<file path="src/rtl/nfca_rx_frame_assembler_if.sv">
// nfca_rx_frame_assembler_if: byte-beat stream from the NFC-A frame assembler to the host packetiser
interface nfca_rx_frame_assembler_if;
  logic       m_tvalid;
  logic       m_tready;
  logic [7:0] m_tdata;
  logic [3:0] m_tdatab;
  logic       m_tend;
  logic       m_terr;
  logic       m_tcol;
  logic       m_tcrcok;
  modport master(output m_tvalid, m_tdata, m_tdatab, m_tend, m_terr, m_tcol, m_tcrcok, input m_tready);
  modport slave(input m_tvalid, m_tdata, m_tdatab, m_tend, m_terr, m_tcol, m_tcrcok, output m_tready);
endinterface

</file>
<file path="src/rtl/nfca_rx_frame_assembler.sv">
// nfca_rx_frame_assembler: packs NFC-A RX bits into parity/CRC_A checked byte beats behind a FWFT FIFO
module nfca_rx_frame_assembler #(
  parameter int FIFO_DEPTH = 16,
  parameter bit PARITY_EN  = 1'b1,
  parameter bit CRC_EN     = 1'b1
) (
  input  logic                            clk,
  input  logic                            rst,
  input  logic                            rx_on,
  input  logic [2:0]                      remainb,
  input  logic                            rx_bit_en,
  input  logic                            rx_bit,
  input  logic                            rx_end,
  input  logic                            rx_end_col,
  input  logic                            rx_end_err,
  nfca_rx_frame_assembler_if.master       m,
  output logic [$clog2(FIFO_DEPTH+1)-1:0] fifo_level,
  output logic                            ovf
);
  localparam int AW = $clog2(FIFO_DEPTH);
  localparam int LW = $clog2(FIFO_DEPTH + 1);
  typedef enum logic [2:0] {IDLE, PARSE, PAR, CSTOP, STOP} state_t;
  typedef struct packed {logic [7:0] d; logic [3:0] b; logic e, r, c, k;} beat_t;
  state_t r_state, w_state_n;
  logic [3:0] r_cnt, w_cnt_n;
  logic [7:0] r_byte, w_byte_n, w_bb;
  logic [15:0] r_crc, w_crc_n;
  logic [1:0] r_nb, w_nb_n;
  logic r_ferr, w_ferr_n, r_rx_on_d, w_push, w_pop, w_full, w_wr, w_drop, w_crcok;
  beat_t w_beat, w_head;
  beat_t r_mem [FIFO_DEPTH];
  logic [AW-1:0] r_wp, r_rp;
  logic [LW-1:0] r_level;

  function automatic logic [15:0] crc_a(input logic [15:0] c, input logic [7:0] d);
    logic [15:0] x;
    x = c;
    for (int i = 0; i < 8; i++) x = (x >> 1) ^ ((x[0] ^ d[i]) ? 16'h8408 : 16'h0000);
    return x;
  endfunction

  function automatic beat_t mk(input logic [7:0] d, input logic [3:0] b, input logic e, r, c, k);
    return '{d, b, e, r, c, k};
  endfunction

  assign w_bb    = r_byte | (8'(rx_bit) << r_cnt[2:0]);
  assign w_crcok = CRC_EN && r_crc == 16'h0000 && r_nb == 2'd3;

  always_comb begin
    w_state_n = r_state;
    w_cnt_n   = r_cnt;
    w_byte_n  = r_byte;
    w_crc_n   = r_crc;
    w_nb_n    = r_nb;
    w_ferr_n  = r_ferr;
    w_push    = 1'b0;
    w_beat    = '0;
    if (r_state == CSTOP) begin
      w_push    = 1'b1;
      w_beat    = mk(8'h00, 4'd0, 1'b1, 1'b0, 1'b1, 1'b0);
      w_state_n = STOP;
    end else if (!rx_on) begin
      // closing the window mid-byte (or before parity) means the frame ran long
      w_push    = (r_state == PARSE && r_cnt != 4'd0) || r_state == PAR;
      w_beat    = mk(r_byte, r_cnt, 1'b1, 1'b1, 1'b0, 1'b0);
      w_cnt_n   = {1'b0, remainb};
      w_byte_n  = '0;
      w_crc_n   = 16'h6363;
      w_nb_n    = '0;
      w_ferr_n  = 1'b0;
      w_state_n = IDLE;
    end else if (r_state == IDLE) begin
      w_state_n = PARSE;
    end else if (r_state == STOP) begin
      w_state_n = STOP;
    end else if (rx_bit_en) begin
      if (r_state == PAR) begin
        w_push = 1'b1;
        if (^{rx_bit, r_byte}) begin
          w_beat    = mk(r_byte, 4'd8, 1'b0, 1'b0, 1'b0, 1'b0);
          w_crc_n   = crc_a(r_crc, r_byte);
          w_nb_n    = r_nb + {1'b0, r_nb != 2'd3};
          w_cnt_n   = '0;
          w_byte_n  = '0;
          w_state_n = PARSE;
        end else begin
          w_beat    = mk(r_byte, 4'd8, 1'b1, 1'b1, 1'b0, 1'b0);
          w_state_n = STOP;
        end
      end else if (r_cnt == 4'd7 && !PARITY_EN) begin
        w_push   = 1'b1;
        w_beat   = mk(w_bb, 4'd8, 1'b0, 1'b0, 1'b0, 1'b0);
        w_crc_n  = crc_a(r_crc, w_bb);
        w_nb_n   = r_nb + {1'b0, r_nb != 2'd3};
        w_cnt_n  = '0;
        w_byte_n = '0;
      end else begin
        w_byte_n  = w_bb;
        w_cnt_n   = r_cnt + 4'd1;
        w_state_n = r_cnt == 4'd7 ? PAR : PARSE;
      end
    end else if (rx_end) begin
      w_push    = 1'b1;
      w_state_n = rx_end_col ? CSTOP : STOP;
      w_beat    = rx_end_col ? mk(r_byte, r_cnt, 1'b0, 1'b0, 1'b1, 1'b0) :
                  (rx_end_err || r_cnt != 4'd0 || r_state == PAR) ? mk(r_byte, r_cnt, 1'b1, 1'b1, 1'b0, 1'b0) :
                  mk(8'h00, 4'd0, 1'b1, r_ferr, 1'b0, w_crcok);
    end
  end

  assign w_full = r_level == LW'(FIFO_DEPTH);
  assign w_pop  = m.m_tvalid & m.m_tready;
  assign w_wr   = w_push & (!w_full | w_pop);
  assign w_drop = w_push & w_full & !w_pop;

  always_ff @(posedge clk) begin
    if (rst) begin
      r_state   <= IDLE;
      r_cnt     <= '0;
      r_byte    <= '0;
      r_crc     <= 16'h6363;
      r_nb      <= '0;
      r_ferr    <= 1'b0;
      r_rx_on_d <= 1'b0;
      ovf       <= 1'b0;
      r_wp      <= '0;
      r_rp      <= '0;
      r_level   <= '0;
    end else begin
      r_state   <= w_state_n;
      r_cnt     <= w_cnt_n;
      r_byte    <= w_byte_n;
      r_crc     <= w_crc_n;
      r_nb      <= w_nb_n;
      r_ferr    <= w_ferr_n | (w_drop & rx_on);
      r_rx_on_d <= rx_on;
      ovf       <= w_drop | (ovf & !(rx_on & !r_rx_on_d));
      r_wp      <= r_wp + AW'(w_wr);
      r_rp      <= r_rp + AW'(w_pop);
      r_level   <= r_level + LW'(w_wr) - LW'(w_pop);
    end
  end

  always_ff @(posedge clk) if (w_wr) r_mem[r_wp] <= w_beat;

  // head is gated so an empty FIFO presents all-zero outputs
  assign w_head     = m.m_tvalid ? r_mem[r_rp] : '0;
  assign m.m_tvalid = r_level != '0;
  assign m.m_tdata  = w_head.d;
  assign m.m_tdatab = w_head.b;
  assign m.m_tend   = w_head.e;
  assign m.m_terr   = w_head.r;
  assign m.m_tcol   = w_head.c;
  assign m.m_tcrcok = w_head.k;
  assign fifo_level = r_level;
endmodule

</file>
<file path="src/flat_wrapper.sv">
// flat-port wrapper written by rule: the top's interface ports become plain ports
module nfca_rx_frame_assembler_flat 
#(
  parameter int FIFO_DEPTH = 16,
  parameter bit PARITY_EN  = 1'b1,
  parameter bit CRC_EN     = 1'b1
)
  (clk, rst, rx_on, remainb, rx_bit_en, rx_bit, rx_end, rx_end_col, rx_end_err, fifo_level, ovf, m_m_tvalid, m_m_tdata, m_m_tdatab, m_m_tend, m_m_terr, m_m_tcol, m_m_tcrcok, m_m_tready);
  nfca_rx_frame_assembler_if m_i ();
  input  logic clk;
  input  logic rst;
  input  logic rx_on;
  input  logic [2:0] remainb;
  input  logic rx_bit_en;
  input  logic rx_bit;
  input  logic rx_end;
  input  logic rx_end_col;
  input  logic rx_end_err;
  output logic [$clog2(FIFO_DEPTH+1)-1:0] fifo_level;
  output logic ovf;
  output wire logic [$bits(m_i.m_tvalid)-1:0] m_m_tvalid;
  output wire logic [$bits(m_i.m_tdata)-1:0] m_m_tdata;
  output wire logic [$bits(m_i.m_tdatab)-1:0] m_m_tdatab;
  output wire logic [$bits(m_i.m_tend)-1:0] m_m_tend;
  output wire logic [$bits(m_i.m_terr)-1:0] m_m_terr;
  output wire logic [$bits(m_i.m_tcol)-1:0] m_m_tcol;
  output wire logic [$bits(m_i.m_tcrcok)-1:0] m_m_tcrcok;
  input wire logic [$bits(m_i.m_tready)-1:0] m_m_tready;
  assign m_m_tvalid = m_i.m_tvalid;
  assign m_m_tdata = m_i.m_tdata;
  assign m_m_tdatab = m_i.m_tdatab;
  assign m_m_tend = m_i.m_tend;
  assign m_m_terr = m_i.m_terr;
  assign m_m_tcol = m_i.m_tcol;
  assign m_m_tcrcok = m_i.m_tcrcok;
  assign m_i.m_tready = m_m_tready;
  nfca_rx_frame_assembler #(.FIFO_DEPTH(FIFO_DEPTH), .PARITY_EN(PARITY_EN), .CRC_EN(CRC_EN)) u_core (.clk(clk), .rst(rst), .rx_on(rx_on), .remainb(remainb), .rx_bit_en(rx_bit_en), .rx_bit(rx_bit), .rx_end(rx_end), .rx_end_col(rx_end_col), .rx_end_err(rx_end_err), .m(m_i), .fifo_level(fifo_level), .ovf(ovf));
endmodule
</file>
<file path="config.mk">
export PLATFORM = sky130hd
export DESIGN_NAME = nfca_rx_frame_assembler_flat
export DESIGN_NICKNAME = d
export VERILOG_FILES = /design/src/rtl/nfca_rx_frame_assembler_if.sv /design/src/rtl/nfca_rx_frame_assembler.sv /design/src/flat_wrapper.sv
export SDC_FILE = /design/constraint.sdc
export NUM_CORES = 1
export LEC_CHECK = 0
export BUFFER_PORTS_ARGS = -buffer_cell sky130_fd_sc_hd__buf_2
export CAP_MARGIN = 30
export CORE_ASPECT_RATIO = 1.2
export CORE_MARGIN = 10
export CORE_UTILIZATION = 50
export DETAILED_ROUTE_END_ITERATION = 12
export PLACE_DENSITY = 0.66
export SLEW_MARGIN = 0
export SYNTH_ARGS = -nofsm -noshare
export SYNTH_HDL_FRONTEND = slang
export SYNTH_SLANG_ARGS = --single-unit
</file>
<file path="constraint.sdc">
create_clock -name clk -period 8.1 [get_ports clk]
set_input_delay 1.62 -clock clk [delete_from_list [all_inputs] [get_ports clk]]
set_output_delay 1.62 -clock clk [all_outputs]
set_load 0.01 [all_outputs]
</file>
# Word level (Yosys, flattened, before mapping)
# Memory sizes are Yosys's and may differ from the RTL's. A register that Yosys moved wholly into a read port is not among the register bits.
# Index checks and enable logic that the tools add are counted.
# totals
mem_bits_rw,256
word_cells,150
output_inout_bits,23
rom_bits,0
latchBits,0
n_memories,1
regBits,49
# op_classes
reduce_logical,20
mux,65
n_mul,0
n_addsub,6
n_bitwise,29
n_div,0
eq_ne,15
n_lt_le_gt_ge,0
n_shift,1
# mem_list
name,words,word_bits,read_ports,rd_clocked_by_memory_dff,wr,line_no,text
u_core.r_mem,16,16,1,1,1,nfca_rx_frame_assembler.sv:31,beat_t r_mem [FIFO_DEPTH];
# ops
operator,n
$mux 16,24
$xor 15x16->16,8
$mux 8,6
$mux 4,8
$mux 3,9
$logic_not 16->1,1
$mux 2,7
$mux 1,11
$reduce_xor 9->1,1
$add 4x1->4,2
$or 8x8->8,1
$reduce_bool 4->1,2
$shl 1x3->8,1
$xor 1x1->1,8
$and 1x1->1,7
$eq 3x2->1 const B,2
$ne 2x1->1 const B,3
$ne 2x2->1 const B,3
$ne 6x1->1 const B,1
$reduce_and 6->1,1
$add 5x1->5,1
$eq 5x5->1 const B,1
$reduce_and 5->1,1
$reduce_bool 5->1,1
17 further kinds,26

# Logic depth before layout (Yosys ltp)
# depth
depth_word,30
ltp_mapped,14

# Worst setup path before layout
# No wires, ideal clock.
# synth_path
path_kind,input-to-reg
startpoint,input rx_on
endpoint,"memory u_core.r_mem[8][0] in the netlist's numbering, enable pin"
setup_time_ps,430
t_arrival_ps,4384
path_stages,7
slack_ps,3285
n_path_buf,3
cell_sequence,buf_2 > or3_1 > o221ai_1 > nand2b_1 > clkbuf_1 > clkbuf_1 > nor4_1
# synth_between
elab_chain_cells,5
# synth_lines
element,line_no,text
from (decl),flat_wrapper.sv:12,input logic rx_on;
$mux 1,nfca_rx_frame_assembler.sv:62,end else if (!rx_on) begin
$mux 1,nfca_rx_frame_assembler.sv:58,if (r_state == CSTOP) begin
$and 1x1->1,nfca_rx_frame_assembler.sv:113,assign w_wr = w_push & (!w_full | w_pop);
$mux 1,nfca_rx_frame_assembler.sv:144,always_ff @(posedge clk) if (w_wr) r_mem[r_wp] <= w_beat;
$mux 1 (implied by the code),nfca_rx_frame_assembler.sv:144,
to (decl),nfca_rx_frame_assembler.sv:31,
# No other way between the ends.

==> impl_metrics.json <==
{
  "rsz0062_at_grt": "false",
  "path_max_fanout": 46,
  "multi_input_area_mm2": 0.00400,
  "dp_hpwl_mm": 16.9,
  "vdd_drop_max_mv": 0.183,
  "period_share": 0.621,
  "ant_nets": 0,
  "fin_skew_ns": 0.0176,
  "slew_viol_final": 0,
  "synth_top_family_by_area": "multiplexers",
  "clk_pin_slew_worst_paths_ns": 0.06,
  "fmax_mhz": 199,
  "relSlewSlack": 0.307,
  "hold_viol_final": 0,
  "vias_per_cell": 6.01,
  "design.core.area_mm2": 0.0254,
  "synth_compound_area_frac": 0.0417,
  "antenna_cells": 0,
  "fin_nets": 820,
  "fin_setup_tns_ns": 0,
  "seq_area_frac_synth": 0.676,
  "die_x_um": 166,
  "holdBufCountCts": 0,
  "worst_ep_arrival_time_ns": 3.41,
  "post_cts_buffers": 0,
  "muxShareOfSynthArea": 0.146,
  "drt_first_pass_iters": 5,
  "setup_violations": 0,
  "cts_sinks": 305,
  "io_pins": 35,
  "clock_latency_ns": 0.56,
  "start_util": 0.505,
  "cts-resized-gates": 0,
  "die_area_mm2": 0.0325,
  "cts-buffers-inserted": 29,
  "die_h_um": 195,
  "fin_crit_ns": 5.03,
  "htreeDepth": 1,
  "grt_remaining_overflow": 0,
  "path_class": "flop to primary output",
  "place_congestion": 0.908,
  "synth_edf_count": 256,
  "synth_xor_area_frac": 0.0327,
  "pwr-share-clk": 0.347,
  "drive_above_1_share": 0.269,
  "seq_area_mm2": 0.00867,
  "maxCapViolCount": 0,
  "end_kind": "primary output",
  "synthCells": 745,
  "synthFlopType": "edfxtp_1",
  "port_buffers": 34,
  "cts_tree": "built",
  "p_leak_nw": 4.66,
  "grt_max_degree": 47,
  "worst_slew_pin_slew_ns": 1.04,
  "antenna_found_initial": 0,
  "grt_pass1_wl_mm": 42.9,
  "avgSynthCellArea_um2": 17.2,
  "routed_wl_mm": 27.6,
  "dr.first_iter.drc_count": 526,
  "synth-simple-area-share": 0.0709,
  "drc": 0,
  "cts_buffer_depth": 3,
  "grtUsageTotal": 0.167,
  "min_path_type": "flop to flop",
  "async_flop_share": 0,
  "yosys.area_share.adder": 0.0133,
  "synth_area_mm2": 0.0128,
  "fp-row-count": 64,
  "fill_cells": 1882,
  "utilization": 0.572,
  "p_int_w": 0.00291,
  "power_density_mw_per_mm2": 269,
  "swShare": 0.255,
  "dr_total_vias": 6898,
  "seq_power_share": 0.455,
  "cp-start-kind": "flop",
  "combinationalPowerShare": 0.197,
  "wl_per_cell_um": 24.1,
  "p_sw_w": 0.000996,
  "required_ns": 6.48,
  "ys_seq_elements": 305,
  "ys_types": 62,
  "outcome": "completed",
  "grt_pass1_vias": 7119,
  "area_growth_pct": 13.2,
  "syn_nets": 770,
  "cts-root-buf": "clkbuf_16",
  "synth_warnings": 0
}
==> area by class of cell <==
class	count	share of cell area
clock inverter	21	0.0150
timing repair buffer	59	0.0278
clock buffer	33	0.0510
multi-input combinational	383	0.276
inverter	17	0.00440
tap	330	0.0285
sequential	305	0.598
==> synthesized netlist by cell type, types with 7 or more instances <==
master | instances | area [um^2]
a21oi_1 | 17 | 85.1
a31oi_1 | 10 | 62.6
and2_1 | 7 | 43.8
buf_2 | 13 | 65.1
clkbuf_1 | 21 | 78.8
dfxtp_1 | 49 | 981
edfxtp_1 | 256 | 7690
ha_1 | 12 | 150
inv_1 | 17 | 63.8
mux4_2 | 80 | 1800
nand2_1 | 19 | 71.3
nand3_1 | 7 | 35.0
nand4_1 | 9 | 56.3
nor2_1 | 42 | 158
nor2b_1 | 30 | 188
nor3_1 | 13 | 65.1
nor4_1 | 9 | 56.3
nor4b_1 | 9 | 78.8
o21ai_0 | 13 | 65.1
xnor2_1 | 26 | 228
xor2_1 | 10 | 87.6
==> layout by cell type, fill, tap and decap left out, types with 19 or more instances in the layout <==
| cell type | instances |
|---|---|
| nand2_1 | 19 |
| nor2_1 | 41 |
| xnor2_1 | 26 |
| mux4_2 | 80 |
| buf_4 | 22 |
| buf_2 | 34 |
| nor2b_1 | 30 |
| edfxtp_1 | 256 |
| clkbuf_16 | 29 |
| dfxtp_1 | 47 |
==> sequential cells by signal, summed over array words and instances, names as in the netlist <==
| name | cells |
|---|---|
| u_core.r_wp | 4 |
| u_core.r_state | 3 |
| u_core.r_rp | 4 |
| u_core.r_crc | 16 |
| u_core.r_cnt | 4 |
| u_core.ovf | 1 |
| u_core.r_nb | 2 |
| u_core.r_mem | 256 |
| u_core.r_ferr | 1 |
| u_core.r_rx_on_d | 1 |
| u_core.r_byte | 8 |
| u_core.fifo_level | 5 |
==> worst max-delay path, cell delays in order, from the launching register on <==
cell and delay, ns:
dfxtp_4 0.59, buf_4 0.80, mux4_2 0.65, mux4_2 0.50
nor2b_1 0.16, buf_2 0.14
==> power groups by stage <==
stage | combinational (W) | sequential (W) | clock (W)
final | 0.000770 | 0.00178 | 0.00136
after detailed placement | 0.000787 | 0.00181 | 0
after global placement | 0.000751 | 0.00181 | 0
after floorplan | 0.000593 | 0.00177 | 0
after global routing | 0.000841 | 0.00179 | 0.00144
after CTS | 0.000791 | 0.00178 | 0.00138
==> cell families (layout without fill, tap and decap cells) <==
kind of cell / after synthesis / in the layout
AO/OA/AOI/OAI: 76 / 76
XOR/XNOR: 40 / 40
adder cells (fa/ha/maj): 13 / 13
buffers and inverters: 57 / 130
flip-flops: 305 / 305
multiplexers: 87 / 87
AND/OR/NAND/NOR: 167 / 167
==> through the flow <==
stage	total power (W)	cell area [um^2]	std cells	worst slack [ns]	hold slack (ns)
2_1_floorplan	0.00236	12800	745	3.29	0.425
3_3_place_gp	0.00256	13500	1090	3.40	0.440
3_5_place_dp	0.00260	13500	1093	3.31	0.469
4_1_cts	0.00395	14500	1147	2.95	0.482
5_1_grt	0.00407	14500	1148	2.84	0.522
6_report	0.00390	14500	1148	3.07	0.482
==> worst paths after layout <==
check,slack [ns],cells past startpoint,endpoint,startpoint
max,3.07,5,m_m_tdata[5],u_core.r_rp[0]
min,0.48,2,u_core.ovf,u_core.ovf
min reg2reg,0.48,2,u_core.ovf,u_core.ovf
max reg2reg,4.36,11,u_core.fifo_level[4],u_core.r_state[2]
==> metal layers <==
layer,part of all wire,routed length [um],vias to the layer above,global-route usage
met5,0,0,-,0
met3,0.046,1260,47,0.0217
met2,0.52,14200,199,0.287
met4,0.022,598,0,0.0443
li1,-,-,3065,-
met1,0.42,11500,3587,0.220
Note: power is estimated with default switching activity, not from simulation.
